--- src/rtl/rr_arbiter.sv ---
// Round-robin arbiter with registered one-hot grant, owner hold and optional tenure limit.
// Build macro RR_ARB_HOLD_TIMEOUT_EN enables the MAX_HOLD tenure timeout.
module rr_arbiter #(
    parameter int NUM_REQ  = 4,
    parameter int MAX_HOLD = 8,
    localparam int IDW = (NUM_REQ > 1) ? $clog2(NUM_REQ) : 1
) (
    input  logic               clock,
    input  logic               reset,
    input  logic [NUM_REQ-1:0] req,
    output logic [NUM_REQ-1:0] gnt,
    output logic               gnt_valid,
    output logic [IDW-1:0]     gnt_id
);

    typedef enum logic {
        IDLE  = 1'b0,
        GRANT = 1'b1
    } state_t;

    // Reject out-of-range configurations at elaboration time.
    generate
        if (NUM_REQ < 2 || NUM_REQ > 16) begin : g_bad_num_req
            $error("rr_arbiter: NUM_REQ must be in 2..16");
        end
        if (MAX_HOLD < 2 || MAX_HOLD > 256) begin : g_bad_max_hold
            $error("rr_arbiter: MAX_HOLD must be in 2..256");
        end
    endgenerate

    state_t             state_reg, state_next;
    logic [IDW-1:0]     owner_reg, owner_next;
    logic [IDW-1:0]     rr_ptr_reg, rr_ptr_next;
    logic [NUM_REQ-1:0] gnt_reg, gnt_next;
    logic               gnt_valid_reg, gnt_valid_next;
    logic [NUM_REQ-1:0] owner_decode;
    logic               win_found;
    logic [IDW-1:0]     win_idx;
    logic               take_new;

`ifdef RR_ARB_HOLD_TIMEOUT_EN
    localparam int HCW = $clog2(MAX_HOLD);
    logic [HCW-1:0]     hold_cnt_reg, hold_cnt_next;
`endif

    // Index arithmetic modulo NUM_REQ; base is always < NUM_REQ and off <= NUM_REQ.
    function automatic logic [IDW-1:0] wrap_add(input logic [IDW-1:0] base, input int off);
        int sum;
        sum = int'(base) + off;
        if (sum >= NUM_REQ) begin
            sum = sum - NUM_REQ;
        end
        return IDW'(sum);
    endfunction

    // Winner is the first asserted request scanning upward from rr_ptr with wrap.
    // Because rr_ptr is always owner+1 during a tenure, a timed-out owner is scanned last.
    always_comb begin
        win_found = 1'b0;
        win_idx   = '0;
        for (int off = 0; off < NUM_REQ; off++) begin
            if (!win_found && req[wrap_add(rr_ptr_reg, off)]) begin
                win_found = 1'b1;
                win_idx   = wrap_add(rr_ptr_reg, off);
            end
        end
    end

    always_comb begin
        state_next     = state_reg;
        owner_next     = owner_reg;
        rr_ptr_next    = rr_ptr_reg;
        gnt_valid_next = gnt_valid_reg;
        take_new       = 1'b0;
`ifdef RR_ARB_HOLD_TIMEOUT_EN
        hold_cnt_next  = hold_cnt_reg;
`endif
        unique case (state_reg)
            IDLE: begin
                if (win_found) begin
                    take_new = 1'b1;
                end
            end
            GRANT: begin
                if (!req[owner_reg]) begin
                    if (win_found) begin
                        take_new = 1'b1;
                    end else begin
                        state_next     = IDLE;
                        owner_next     = '0;
                        gnt_valid_next = 1'b0;
                    end
                end
`ifdef RR_ARB_HOLD_TIMEOUT_EN
                else if (hold_cnt_reg == HCW'(MAX_HOLD - 1)) begin
                    take_new = 1'b1;
                end else begin
                    hold_cnt_next = hold_cnt_reg + 1'b1;
                end
`endif
            end
            default: begin
                state_next     = IDLE;
                owner_next     = '0;
                gnt_valid_next = 1'b0;
            end
        endcase

        if (take_new) begin
            state_next     = GRANT;
            owner_next     = win_idx;
            rr_ptr_next    = wrap_add(win_idx, 1);
            gnt_valid_next = 1'b1;
`ifdef RR_ARB_HOLD_TIMEOUT_EN
            hold_cnt_next  = '0;
`endif
        end
    end

    generate
        for (genvar gi = 0; gi < NUM_REQ; gi++) begin : g_decode
            assign owner_decode[gi] = (owner_next == IDW'(gi));
        end
    endgenerate

    assign gnt_next = gnt_valid_next ? owner_decode : '0;

    always_ff @(posedge clock) begin
        if (reset) begin
            state_reg     <= IDLE;
            owner_reg     <= '0;
            rr_ptr_reg    <= '0;
            gnt_reg       <= '0;
            gnt_valid_reg <= 1'b0;
`ifdef RR_ARB_HOLD_TIMEOUT_EN
            hold_cnt_reg  <= '0;
`endif
        end else begin
            state_reg     <= state_next;
            owner_reg     <= owner_next;
            rr_ptr_reg    <= rr_ptr_next;
            gnt_reg       <= gnt_next;
            gnt_valid_reg <= gnt_valid_next;
`ifdef RR_ARB_HOLD_TIMEOUT_EN
            hold_cnt_reg  <= hold_cnt_next;
`endif
        end
    end

    // owner_reg is forced to zero whenever no grant is active, so it doubles as gnt_id.
    assign gnt       = gnt_reg;
    assign gnt_valid = gnt_valid_reg;
    assign gnt_id    = owner_reg;

endmodule

--- config.mk ---
export PLATFORM = sky130hd
export DESIGN_NAME = rr_arbiter
export DESIGN_NICKNAME = d
export VERILOG_FILES = /design/src/rtl/rr_arbiter.sv
export SDC_FILE = /design/constraint.sdc
export NUM_CORES = 1
export LEC_CHECK = 0
export ABC_AREA = 1
export CORE_UTILIZATION = 31
export CTS_BUF_LIST = sky130_fd_sc_hd__clkbuf_4
export DETAILED_ROUTE_END_ITERATION = 10
export GPL_TIMING_DRIVEN = 1
export SKIP_LAST_GASP = 1
export SLEW_MARGIN = 20
export SYNTH_ARGS = -nofsm -noshare
export SYNTH_HDL_FRONTEND = slang
export SYNTH_SLANG_ARGS = --single-unit
--- constraint.sdc ---
create_clock -name clock -period 4.8 [get_ports clock]
set_clock_uncertainty 0.05 [all_clocks]
set_input_delay 0.72 -clock clock [delete_from_list [all_inputs] [get_ports clock]]
set_output_delay 0.72 -clock clock [all_outputs]
set_load 0.01 [all_outputs]
* After elaboration in Yosys (flattened, before gate mapping) *
Cells that the tools add are included.

operators by class
  reductions and logical operators = 8
  mux-type cells = 37
  add/sub/neg operators = 9
  magnitude comparators = 10
  equality and inequality tests = 3
  bitwise gates (word level) = 2

operator list
  operator             count
  $mux 2               13
  $mux 1               18
  $lt 2x3->1 const B   5
  $ge 3x3->1 const B   4
  $bmux 1 s2           5
  $sub 2x1->2 const B  5
  $add 2x1->3 const B  2
  $add 2x2->3 const B  2
  $eq 2x2->1 const B   2
  $ge 2x3->1 const B   1
  $logic_and 1x1->1    3
  $logic_not 1->1      3
  $eq 2x1->1 const B   1
  $logic_not 2->1      1
  $not 1->1            2
  $pmux 1 s2           1
  $reduce_or 2->1      1

word-level totals
  register bits = 10
  word-level logic and storage cells = 74
  output and inout bits = 7

* Depth between registers and ports, before layout *
Gate-level depths: netlist of run 1.

  word-level depth = 20
  mapped depth = 15
  depth with buffers taken out = 14

* Worst setup path after synthesis of run 1 *
OpenSTA, ideal clock, no wires.

  path type = input to register
  from = in req[3]
  to = reg rr_ptr_reg[1]
  cell stages on the path = 12
  data arrival time = 1.691 ns
  slack = 2.948 ns
  required time = 4.639 ns
  buffers on the path = 0
  cells stage by stage = inv_1 -> nand2_1 -> nand3_1 -> nand2_1 -> nor2_4 -> nand3_2 -> nand2_4 -> inv_1 -> nand2_1 -> nor2_1 -> nor2_1 -> nor2_1

on the way
  cells in the longest elaborated chain, start to end = 15
  elaborated cells on any way between the ends = 31
  classes of those cells = add/sub (2); order compare (1); mux (22); reduce/logical (6)

ends and longest elaborated chain
  what                                          RTL line    text
  start: declaration                            10          input logic [NUM_REQ-1:0] req,
  $bmux 1 s2                                    62          if (!win_found && req[wrap_add(rr_ptr_reg, off)]) begin
  $mux 1 (not written as such)                  62
  $mux 1                                        62
  $logic_not 1->1                               62
  $logic_and 1x1->1                             62
  $mux 1                                        62
  $logic_not 1->1                               62
  $logic_and 1x1->1                             62
  $mux 1                                        62
  $logic_not 1->1                               62
  $logic_and 1x1->1                             62
  $mux 2 / $mux 1 (equally long branches)       62
  $add 2x1->3 / $mux 1 (equally long branches)  49, 80, 86
  $ge 3x3->1 (tied with other cells)            50          if (sum >= NUM_REQ) begin
  $mux 2 / $pmux 1 s2 (equally long branches)   50, 78
  end signal: assignment                        141         rr_ptr_reg <= rr_ptr_next;
  end: declaration                              33          logic [IDW-1:0] rr_ptr_reg, rr_ptr_next;

Parallel ways exist; a longest one is shown, timed or not. The select of a mux whose other input is x is not followed.
A chain may end at the register's enable or synchronous reset.

* Final worst setup path of run 1 *
  from = in req[3]
  to = reg gnt_reg[0], in the netlist gnt[0]

on the way
  cells in the longest elaborated chain, start to end = 18
  elaborated cells on any way between the ends = 38
  classes of those cells = mux (29); bitwise (1); reduce/logical (8)

ends and longest elaborated chain
  what                                         RTL line  text
  $bmux 1 s2                                   62
  $mux 1 (not written as such)                 62
  $mux 1                                       62
  $logic_not 1->1                              62
  $logic_and 1x1->1                            62
  $mux 1                                       62
  $logic_not 1->1                              62
  $logic_and 1x1->1                            62
  (+2 left out)                                n/a
  $logic_and 1x1->1                            62
  $mux 1                                       62
  $mux 1 (on tied branches)                    80, 86
  $mux 1                                       85        if (!req[owner_reg]) begin
  $pmux 1 s2 / $mux 1 (equally long branches)  78        unique case (state_reg)
  $mux 1                                       109       if (take_new) begin
  $not 1->1 (no source line)                   n/a
  $reduce_or 2->1 (no source line)             n/a
  end signal: assignment                       142       gnt_reg <= gnt_next;
  end: declaration                             34        logic [NUM_REQ-1:0] gnt_reg, gnt_next;

Parallel ways exist; a longest one is shown, timed or not. The select of a mux whose other input is x is not followed.

==> results by group, run 1 <==
Status
  – Status: finished clean

Drt
  – Drt total wl: 1410 µm
  – Top Layer Used: met3
  – Routed Antenna Nets: 0
  – Drt first-iter violations: 27
  – WL met2: 613 µm
  – Met1 Routed Length: 717 µm
  – Pre-Repair DR Iteration Count: 4
  – DRC: 0
  – Vias per cell: 4.46
  – Routed met3 length: around 78 µm
  – DR vias: 713
  – Mean routed wirelength per cell: a little under 9 µm

Clock network
  – PostCTS Resize Cnt: 0
  – # Post-CTS Setup Buffers: 0
  – Worst skew pair latency: 0.26 ns
  – CTS H-tree depth: 1
  – CTS Sinks: 10
  – Root buf cell: clkbuf_4
  – Clk slew on worst S/H paths: 0.06 ns
  – Max Root-Sink Buffers: 2
  – TritonCTS clock tree: built
  – CTS Hold Bufs: 0
  – CTS buffer count: 3

Place
  – Place WS: 2.34 ns
  – Post-Place Cell Area: around 830 µm²
  – Routability cong.: 0.911
  – I/O Buffers: 12
  – Detailed Place HPWL: 1150 µm

Timing
  – Final period util: 45.5%
  – Setup Total Neg Slack: 0 ns
  – Relative slew slack: 70.4%
  – Slew Limit Fails: 0
  – Worst Tran Pin Value: roughly 0.44 ns
  – RSZ-0062 raised after global routing: no
  – Final hold violation count: 0
  – Fmax: 458 MHz
  – Setup WS post-layout: 2.62 ns
  – Minimum hold slack: 0.477 ns
  – Final Setup Violations: 0
  – Fin crit period: 2.18 ns

Finish
  – Area Growth Syn to Fin: 24.4%
  – Max reg flops: 4
  – Filler instances: 220
  – Nets: 140
  – Final Cell Area: 861 µm²
  – Ant. Diodes: 0
  – Share of cells above drive strength 1: 10.5%

Synth
  – Cells after Synth: about 120
  – Distinct cells, synth: 17
  – Mapped cell area: 692 µm²
  – Synth warn: 0
  – Post-synthesis register bit count: 10
  – Synth top area share: ~29%
  – Synth area leaders: dfxtp_1 (29%), nand2_1 (27%), inv_1 (9.2%)
  – Synthesized area per cell: just under 6 µm²
  – Seq/Total Area, Yosys: 28.9%
  – Post-synth top area cell: dfxtp_1
  – Syn Nets: roughly 120

Global routing
  – Total grt overflow: 0
  – Antenna violations before repair: 0
  – First-pass GRT wire length: roughly 2600 µm
  – Largest net degree at the start of global routing: 11
  – GR Util All Layers: between 10% and 20%
  – Vias in the first global route: 636

Worst setup path
  – Worst Path Buf+Inv: 3
  – Setup Crit Path Kind: input pin to flop
  – Largest stage delay, worst path: 0.42 ns
  – Crit path DAT: 2.29 ns
  – CP max FO: 10
  – Crit-path cells: clkdlybuf4s50_1 > inv_1 > nand2_1 > nand3_1 > nand2_1 > nor2_4 > nand3_2 > nand2_4 > nand2_2 > o21ai_2 > inv_1 > nand2_1 > nor2_1
  – Crit end category: flop
  – Slowest cell on crit path: clkdlybuf4s50_1
  – CP startpoint kind: input pin
  – Required time of the critical path: between 4 and 5 ns
  – Cell mode on critical path: nand2_1
  – CP delay by family, top: simple AND/OR/NAND/NOR gates

Pwr
  – Static Leak: 0.000453 µW
  – Worst VDD drop: 304 µV
  – PD cells: 637 nW/µm²

Hold path
  – Hold crit path type: flop to flop

Die
  – Die height: 49.2 µm
  – Die Span X: 49.2 µm
  – Die area: 2430 µm²
  – Site Rows: 16
  – Core ar.: 2020 µm²
  – Starting density of the core: 34.2%
  – Number of top-level design ports: 13

Run
  – Maxcap violations: 0
[final timing paths]
path / startpoint / endpoint / slack (ns) / cells past startpoint
max reg2reg: rr_ptr_reg[0] / gnt[0] / 2.92 / 11
min reg2reg: gnt_valid / gnt_valid / 0.48 / 2
max: req[3] / gnt[0] / 2.62 / 13
min: gnt_valid / gnt_valid / 0.48 / 2
[stage by stage]
step | power (µW) | instances | util, %
5_1_grt | 610 | 160 | 42.6
3_5_place_dp | 492 | 156 | 41.3
6_report | 548 | 160 | 42.6
3_3_place_gp | 494 | 156 | 41.3
2_1_floorplan | 412 | 118 | -
4_1_cts | 553 | 160 | 42.6
[metal layers]
metal | global-route usage [%] | vias to the layer above
li1 | - | 392
met1 | 16.8 | 304
met2 | 22.8 | 17
met3 | 4.67 | 0
met4 | 1.47 | 0
met5 | 0 | -
[tightest hold or removal path, delay by kind of cell (launching register included)]
family	cells	cell delay, ns
DFF	1	0.31
AOI/OAI and AO/OA	1	0.08
and+or+nand+nor	1	0.08
[cell usage after synthesis, drive strengths merged]
cell type  count
nand2         55
a21oi          2
a211oi         1
o211ai         1
o21ai          6
dfxtp         10
nand3         11
nor2          13
buf            1
inv           18
[layout make-up]
| cell class | instances | area [µm²] | area share (%) |
|---|---|---|---|
| clock inverters | 1 | 3.75 | 0.436 |
| flip-flops and latches | 10 | 200 | 23.3 |
| repair buffers | 12 | 120 | 14.0 |
| multi-input cells | 89 | 408 | 47.4 |
| inverters | 18 | 72.6 | 8.43 |
| well taps | 27 | 33.8 | 3.92 |
| clock buffers | 3 | 22.5 | 2.62 |
[placed cells by master, fill, tap and decap left out]
master / synthesis / layout
clkdlybuf4s50_1: 0 / 12
nor2_4: 1 / 1
o21ai_2: 2 / 2
nand3_2: 2 / 2
a211oi_1: 1 / 1
o21ai_1: 2 / 2
nand2_4: 1 / 1
a21oi_1: 2 / 2
nand2_1: 50 / 50
nand2_2: 4 / 4
o211ai_1: 1 / 1
dfxtp_1: 10 / 10
clkinv_1: 0 / 1
inv_1: 17 / 17
o21ai_0: 2 / 2
clkbuf_4: 0 / 3
nand3_1: 9 / 9
inv_6: 1 / 1
nor2_1: 12 / 12
[cells by family (layout without fill, tap and decap cells)]
logic type	after synthesis	count (layout)	share of synthesized area (%)
and+or+nand+nor	79	79	49.9
buffers and inverters	19	34	12.1
AOI/OAI and AO/OA	10	10	9.04
DFF	10	10	28.9
[power by group]
part           switching (µW)  internal, µW
Sequential               28.3           111
Clock                    27.6          30.0
Combinational             218           134
Power figures use the tool's default switching activity.
==> run 2: changes to the inputs <==
==> constraint.sdc (replaced) <==
create_clock -name clock -period 2 [get_ports clock]
set_clock_uncertainty 0.05 [all_clocks]
set_input_delay 0.3 -clock clock [delete_from_list [all_inputs] [get_ports clock]]
set_output_delay 0.3 -clock clock [all_outputs]
set_load 0.01 [all_outputs]
==> run 2 against run 1 <==
  * Combinational power grew to 2.6 times the previous value
  * Global-route usage grew 0.14 points
  * Die area did not move
  * Core utilization up 1.1 points
  * Via count rose by 3.9%
  * Sequential power is 120% higher
  * Count of clock-buffer cells in the layout did not move
  * Critical endpoint is now gnt_id[1]
  * Largest cell class unchanged
==> results by group, run 2 (synthesized netlist as in run 1, its figures left out) <==
Status
  – Status: finished clean (unchanged)

Pwr
  – Comb power frac: 67.7% (was 64.1%)
  – PD cells: 1540 nW/µm² (was 637 nW/µm²)
  – Switching Share: 49.2% (was 49.9%)
  – Reg power frac: 22.2% (was 25.4%)
  – P_int: 690 µW (was 275 µW)
  – Static Leak: 0.000468 µW (was 0.000453 µW)
  – Total design power: 1360 µW (was 548 µW)
  – Clock Power Share: 10.1% (was 10.5%)
  – Worst VDD drop: 904 µV (was 304 µV)
  – Sw Pwr: 668 µW (was 274 µW)

Worst setup path
  – FF-to-FF End: gnt_id[1] (was gnt[0])
  – Setup Crit Path Kind: input pin to flop (unchanged)
  – Crit end category: flop (unchanged)
  – Reg-to-reg slack, setup: 0.29 ns (was 2.92 ns)
  – Worst Reg2Reg Path Length in Cells: 11 (unchanged)
  – Required time of the critical path: 2.10 ns (was 4.90 ns)
  – R2R Path Start: rr_ptr_reg[0] (unchanged)
  – Crit path DAT: 1.85 ns (was 2.29 ns)
  – CP startpoint kind: input pin (unchanged)
  – CP max FO: 9 (was 10)

Global routing
  – First-pass GRT wire length: 2570 µm (unchanged)
  – GR Util All Layers: 13.6% (was 13.5%)
  – Antenna violations before repair: 0 (unchanged)
  – Vias in the first global route: 664 (was 636)
  – Total grt overflow: 0 (unchanged)
  – Largest net degree at the start of global routing: 11 (unchanged)

Timing
  – Final Setup Violations: 0 (unchanged)
  – Fmax: ~570 MHz
  – Final period util: 87.2%
  – RSZ-0062 raised after global routing: no (unchanged)
  – Setup Total Neg Slack: 0 ns (unchanged)
  – Fin crit period: 1.74 ns
  – Worst Tran Pin Value: 0.239 ns (was 0.443 ns)
  – Slew Limit Fails: 0 (unchanged)
  – Setup WS post-layout: 0.256 ns (was 2.62 ns)
  – Relative slew slack: 83.9% (was 70.4%)
  – Final hold violation count: 0 (unchanged)

Clock network
  – Worst skew pair latency: 0.26 ns (about the same)
  – CTS H-tree depth: 1 (unchanged)
  – CTS Hold Bufs: 0 (unchanged)
  – TritonCTS clock tree: built (unchanged)
  – CTS Sinks: 10 (unchanged)
  – PostCTS Resize Cnt: 0 (unchanged)
  – CTS buffer count: 3 (unchanged)
  – Root buf cell: clkbuf_4 (unchanged)
  – Max Root-Sink Buffers: 2 (unchanged)
  – # Post-CTS Setup Buffers: 0 (unchanged)
  – Clk slew on worst S/H paths: 0.06 ns (about the same)

Place
  – I/O Buffers: 12 (unchanged)
  – Place WS: -0.0135 ns (was 2.34 ns)
  – Routability cong.: 0.928 (was 0.911)
  – Detailed Place HPWL: 1190 µm (was 1150 µm)

Finish
  – Ant. Diodes: 0 (unchanged)
  – Max reg flops: 4 (unchanged)
  – Share of cells above drive strength 1: 12.5% (was 10.5%)
  – Most frequent cells in the layout: nand2_1 (50), inv_1 (17), nor2_1 (12), clkdlybuf4s50_1 (12), dfxtp_1 (10) (unchanged)
  – Commonest non-fill, non-tap cell in the layout: nand2_1 (unchanged)
  – Final Util: 43.7% (was 42.6%)
  – Area Growth Syn to Fin: 27.7% (was 24.4%)
  – Nets: 143 (was 140)

Drt
  – Drt first-iter violations: 23 (was 27)
  – Vias per cell: 4.55 (was 4.46)
  – Drt total wl: 1470 µm (was 1410 µm)
  – Mean routed wirelength per cell: 9.02 µm (was 8.81 µm)
  – DR vias: 741 (was 713)
  – Routed Antenna Nets: 0 (unchanged)
  – Pre-Repair DR Iteration Count: 4 (unchanged)
  – DRC: 0 (unchanged)

Die
  – Number of top-level design ports: 13 (unchanged)
  – Die Span X: 49.2 µm (unchanged)
  – Starting density of the core: 34.2% (unchanged)
  – Die area: 2430 µm² (unchanged)
  – Die height: 49.2 µm (unchanged)
  – Site Rows: 16 (unchanged)
  – Core ar.: 2020 µm² (unchanged)

Hold path
  – Min-Delay Path Depth: 2 (unchanged)
  – Min-delay src: gnt_valid (unchanged)
  – Hold Path Sink: gnt_valid (unchanged)
  – Hold crit path type: flop to flop (unchanged)

Run
  – Maxcap violations: 0 (unchanged)
-- run 2: cell types whose count changed in the layout (fill, tap and decap cells not counted), sizes merged --
cell	change
buf	+3
-- run 2: per-stage QoR --
step	instances	cell area, µm²	hold WS, ns
after detailed placement	159	857	0.461
after floorplan	118	692	0.322
after CTS	163	883	0.475
final	163	883	0.474
after global routing	163	883	0.507
after global placement	159	857	0.469
-- run 2: power by group through the flow --
stage	registers [µW]	clock network, µW	logic (µW)
after detailed placement	307	0	918
after global routing	309	153	1030
after CTS	302	145	923
final	301	138	920
after global placement	307	0	913
after floorplan	326	0	663
-- run 2: area by class of cell --
type	instances	area, µm²
fill	227	1140
clock buffer	3	22.5
tap	27	33.8
clock inverter	1	3.75
multi-input combinational	89	408
timing repair buffer	15	143
sequential	10	200
inverter	18	72.6
-- run 2: how the worst max path moves through the flow --
stage	from	end	slack (ns)	depth (start not counted)
finish	req[3]	gnt_id[1]	0.26	11
global route	req[0]	rr_ptr_reg[1]	0.09	13
CTS	req[3]	gnt_id[1]	0.26	11
detailed placement	req[3]	gnt_id[1]	-0.01	11
global placement	req[2]	gnt[2]	0.006	13
floorplan	rr_ptr_reg[0]	rr_ptr_reg[1]	0.46	13
-- run 2: layer usage --
metal / track usage, % / vias up / share of wire, %
met3: 4.67 / 4 / 5.8
met4: 4.41 / 0 / 1.2
li1: - / 398 / -
met5: 0 / - / 0
met2: 23.7 / 16 / 46
met1: 15.3 / 323 / 47
-- run 2: worst max-delay path, cell delays in order --
cell and delay [ns]:
clkdlybuf4s50_1 0.43, inv_1 0.10, nand2_1 0.08, nand3_1 0.11, nand2_1 0.11, nor2_4 0.16
nand3_2 0.12, nand2_4 0.13, inv_1 0.09, o21ai_2 0.18, nor2_1 0.06
==> run 3: changes to the inputs <==
==> constraint.sdc (replaced) <==
create_clock -name clock -period 2 [get_ports clock]
set_clock_uncertainty 0.05 [all_clocks]
set_input_delay 0.6 -clock clock [delete_from_list [all_inputs] [get_ports clock]]
set_output_delay 0.6 -clock clock [all_outputs]
set_load 0.01 [all_outputs]
==> run 3 against run 2 <==
  * Sequential power rose by 11%
  * Wire length up 12%
  * Core utilization increased by 3.8 points
  * Cell area up 8.6%
  * Clock power is essentially flat
  * Critical endpoint is now gnt_id[1]
==> results by group, run 3 (synthesized netlist as in run 1, its figures left out) <==
Worst setup path
  – Worst Path Buf+Inv: 1 (was 3)
  – R2R Path Start: rr_ptr_reg[1] (was rr_ptr_reg[0])
  – Crit end category: output port (was flop)
  – FF-to-FF End: rr_ptr_reg[1] (was gnt_id[1])
  – CP startpoint kind: flop (was input pin)
  – Required time of the critical path: 1.35 ns (was 2.10 ns)
  – Largest stage delay, worst path: 0.56 ns (was 0.43 ns)
  – Stages on worst setup path: 1 (was 11)
  – Setup Crit Path Kind: flop to output port (was input pin to flop)
  – Crit path DAT: 1.22 ns (was 1.85 ns)
  – CP max FO: 4 (was 9)
  – Reg-to-reg slack, setup: 0.21 ns (was 0.29 ns)
  – Crit-path cells: clkdlybuf4s50_1 (was clkdlybuf4s50_1 > inv_1 > nand2_1 > nand3_1 > nand2_1 > nor2_4 > nand3_2 > nand2_4 > inv_1 > o21ai_2 > nor2_1)
  – Slowest cell on crit path: clkdlybuf4s50_1 (unchanged)
  – Worst Reg2Reg Path Length in Cells: 13 (was 11)
  – CP delay by family, top: buffers and inverters (was simple AND/OR/NAND/NOR gates)

Run
  – Maxcap violations: 0 (unchanged)

Timing
  – Fin crit period: 1.87 ns (was 1.74 ns)
  – Relative slew slack: 83.0% (was 83.9%)
  – Setup WS post-layout: 0.129 ns (was 0.256 ns)
  – Slew Limit Fails: 0 (unchanged)
  – Final period util: 93.6% (was 87.2%)
  – Fmax: 534 MHz (was 573 MHz)
  – RSZ-0062 raised after global routing: no (unchanged)
  – Final Setup Violations: 0 (unchanged)
  – Worst Tran Pin Value: 0.255 ns (was 0.239 ns)
  – Final hold violation count: 0 (unchanged)
  – Setup Total Neg Slack: 0 ns (unchanged)

Finish
  – Final Cell Area: 960 µm² (was 883 µm²)
  – Filler instances: 219 (was 227)
  – Commonest non-fill, non-tap cell in the layout: nand2_1 (unchanged)
  – Share of cells above drive strength 1: 23.4% (was 12.5%)
  – Ant. Diodes: 0 (unchanged)
  – Area Growth Syn to Fin: 38.7% (was 27.7%)
  – Max reg flops: 4 (unchanged)
  – Nets: 148 (was 143)
  – Most frequent cells in the layout: nand2_1 (48), inv_1 (13), nor2_1 (10) (was nand2_1 (50), inv_1 (17), nor2_1 (12), clkdlybuf4s50_1 (12), dfxtp_1 (10))

Hold path
  – Min-delay src: gnt_valid (unchanged)
  – Hold Path Sink: gnt_valid (unchanged)
  – Hold crit path type: flop to flop (unchanged)
  – Min-Delay Path Depth: 2 (unchanged)

Die
  – Die Span X: 49.2 µm (unchanged)
  – Starting density of the core: 34.2% (unchanged)
  – Core ar.: 2020 µm² (unchanged)
  – Number of top-level design ports: 13 (unchanged)
  – Site Rows: 16 (unchanged)
  – Die height: 49.2 µm (unchanged)
  – Die area: 2430 µm² (unchanged)

Drt
  – Mean routed wirelength per cell: 9.82 µm (was 9.02 µm)
  – DRC: 0 (unchanged)
  – Drt total wl: 1650 µm (was 1470 µm)
  – Vias per cell: 4.57 (was 4.55)
  – Pre-Repair DR Iteration Count: 4 (unchanged)
  – DR vias: 768 (was 741)
  – Drt first-iter violations: 17 (was 23)
  – Routed Antenna Nets: 0 (unchanged)

Pwr
  – Total design power: 1470 µW (was 1360 µW)
  – Static Leak: 0.000523 µW (was 0.000468 µW)
  – Worst VDD drop: 824 µV (was 904 µV)
  – PD cells: 1540 nW/µm² (about the same)

Clock network
  – Worst skew pair latency: 0.26 ns (about the same)
  – Max Root-Sink Buffers: 2 (unchanged)
  – # Post-CTS Setup Buffers: 0 (unchanged)
  – CTS Hold Bufs: 0 (unchanged)
  – CTS Sinks: 10 (unchanged)
  – TritonCTS clock tree: built (unchanged)
  – CTS buffer count: 3 (unchanged)
  – CTS H-tree depth: 1 (unchanged)
  – Clk slew on worst S/H paths: 0.06 ns (about the same)
  – Root buf cell: clkbuf_4 (unchanged)

Status
  – Status: finished clean (unchanged)

Place
  – I/O Buffers: 12 (unchanged)
  – Post-Place Cell Area: 887 µm² (was 857 µm²)
  – Place WS: -0.347 ns (was -0.0135 ns)
  – Routability cong.: 0.844 (was 0.928)
  – Detailed Place HPWL: 1210 µm (was 1190 µm)

Global routing
  – GR Util All Layers: 15.1% (was 13.6%)
  – First-pass GRT wire length: 2860 µm (was 2570 µm)
  – Vias in the first global route: 726 (was 664)
  – Largest net degree at the start of global routing: 11 (unchanged)
  – Antenna violations before repair: 0 (unchanged)
  – Total grt overflow: 0 (unchanged)
## run 3: stage by stage
stage	cells	util [%]	hold slack, ns
global placement	163	43.9	0.464
global route	168	47.5	0.508
detailed placement	163	43.9	0.465
floorplan	118	-	0.471
finish	168	47.5	0.473
CTS	168	46.0	0.481
## run 3: where the power goes
| group | internal [µW] | switching, µW | total (µW) | leakage (µW) |
|---|---|---|---|---|
| registers | 268 | 65.5 | 334 | 0.0000831 |
| clock network | 72.0 | 66.1 | 138 | 0.0000154 |
| logic | 402 | 601 | 1000 | 0.000424 |
| total | 742 | 732 | 1470 | 0.000523 |
## run 3: cell type report
| type | count | area (µm²) | share of cell area, % |
|---|---|---|---|
| inverters | 18 | 72.6 | 7.56 |
| clock buffers | 3 | 22.5 | 2.35 |
| clock inverters | 1 | 3.75 | 0.391 |
| well taps | 27 | 33.8 | 3.52 |
| flip-flops and latches | 10 | 201 | 21.0 |
| multi-input cells | 90 | 447 | 46.5 |
| repair buffers | 19 | 179 | 18.6 |
## run 3: worst max path at each step
stage | startpoint | endpoint | slack [ns]
floorplan | req[3] | rr_ptr_reg[1] | 0.27
global placement | req[3] | gnt[2] | -0.33
detailed placement | req[3] | rr_ptr_reg[1] | -0.35
CTS | req[1] | rr_ptr_reg[1] | 0.004
global route | req[2] | rr_ptr_reg[1] | 0.02
finish | gnt_id[1] | gnt_id[1] | 0.13
## run 3: worst min-delay path: cells and delay by family (launching register included)
family,cells,cell delay (ns)
AND/OR/NAND/NOR,1,0.08
flip-flops,1,0.31
AO/OA/AOI/OAI,1,0.08
## run 3: repair_timing
| item | 4_1_cts | 5_1_grt |
|---|---|---|
| setup endpoints to repair | 5 | 8 |
| hold endpoints to repair | 0 | 0 |
| pin swaps | 2 | 6 |
| cloned | 1 | 0 |
| gates resized for setup | 5 | 12 |
## run 3: routing by layer
metal | vias to the layer above | global-route usage (%) | wire [µm]
met2 | 12 | 26.9 | 822
met1 | 346 | 16.9 | 746
li1 | 408 | - | -
met4 | 0 | 4.41 | 8
met5 | - | 0 | 0
met3 | 2 | 4.67 | 72
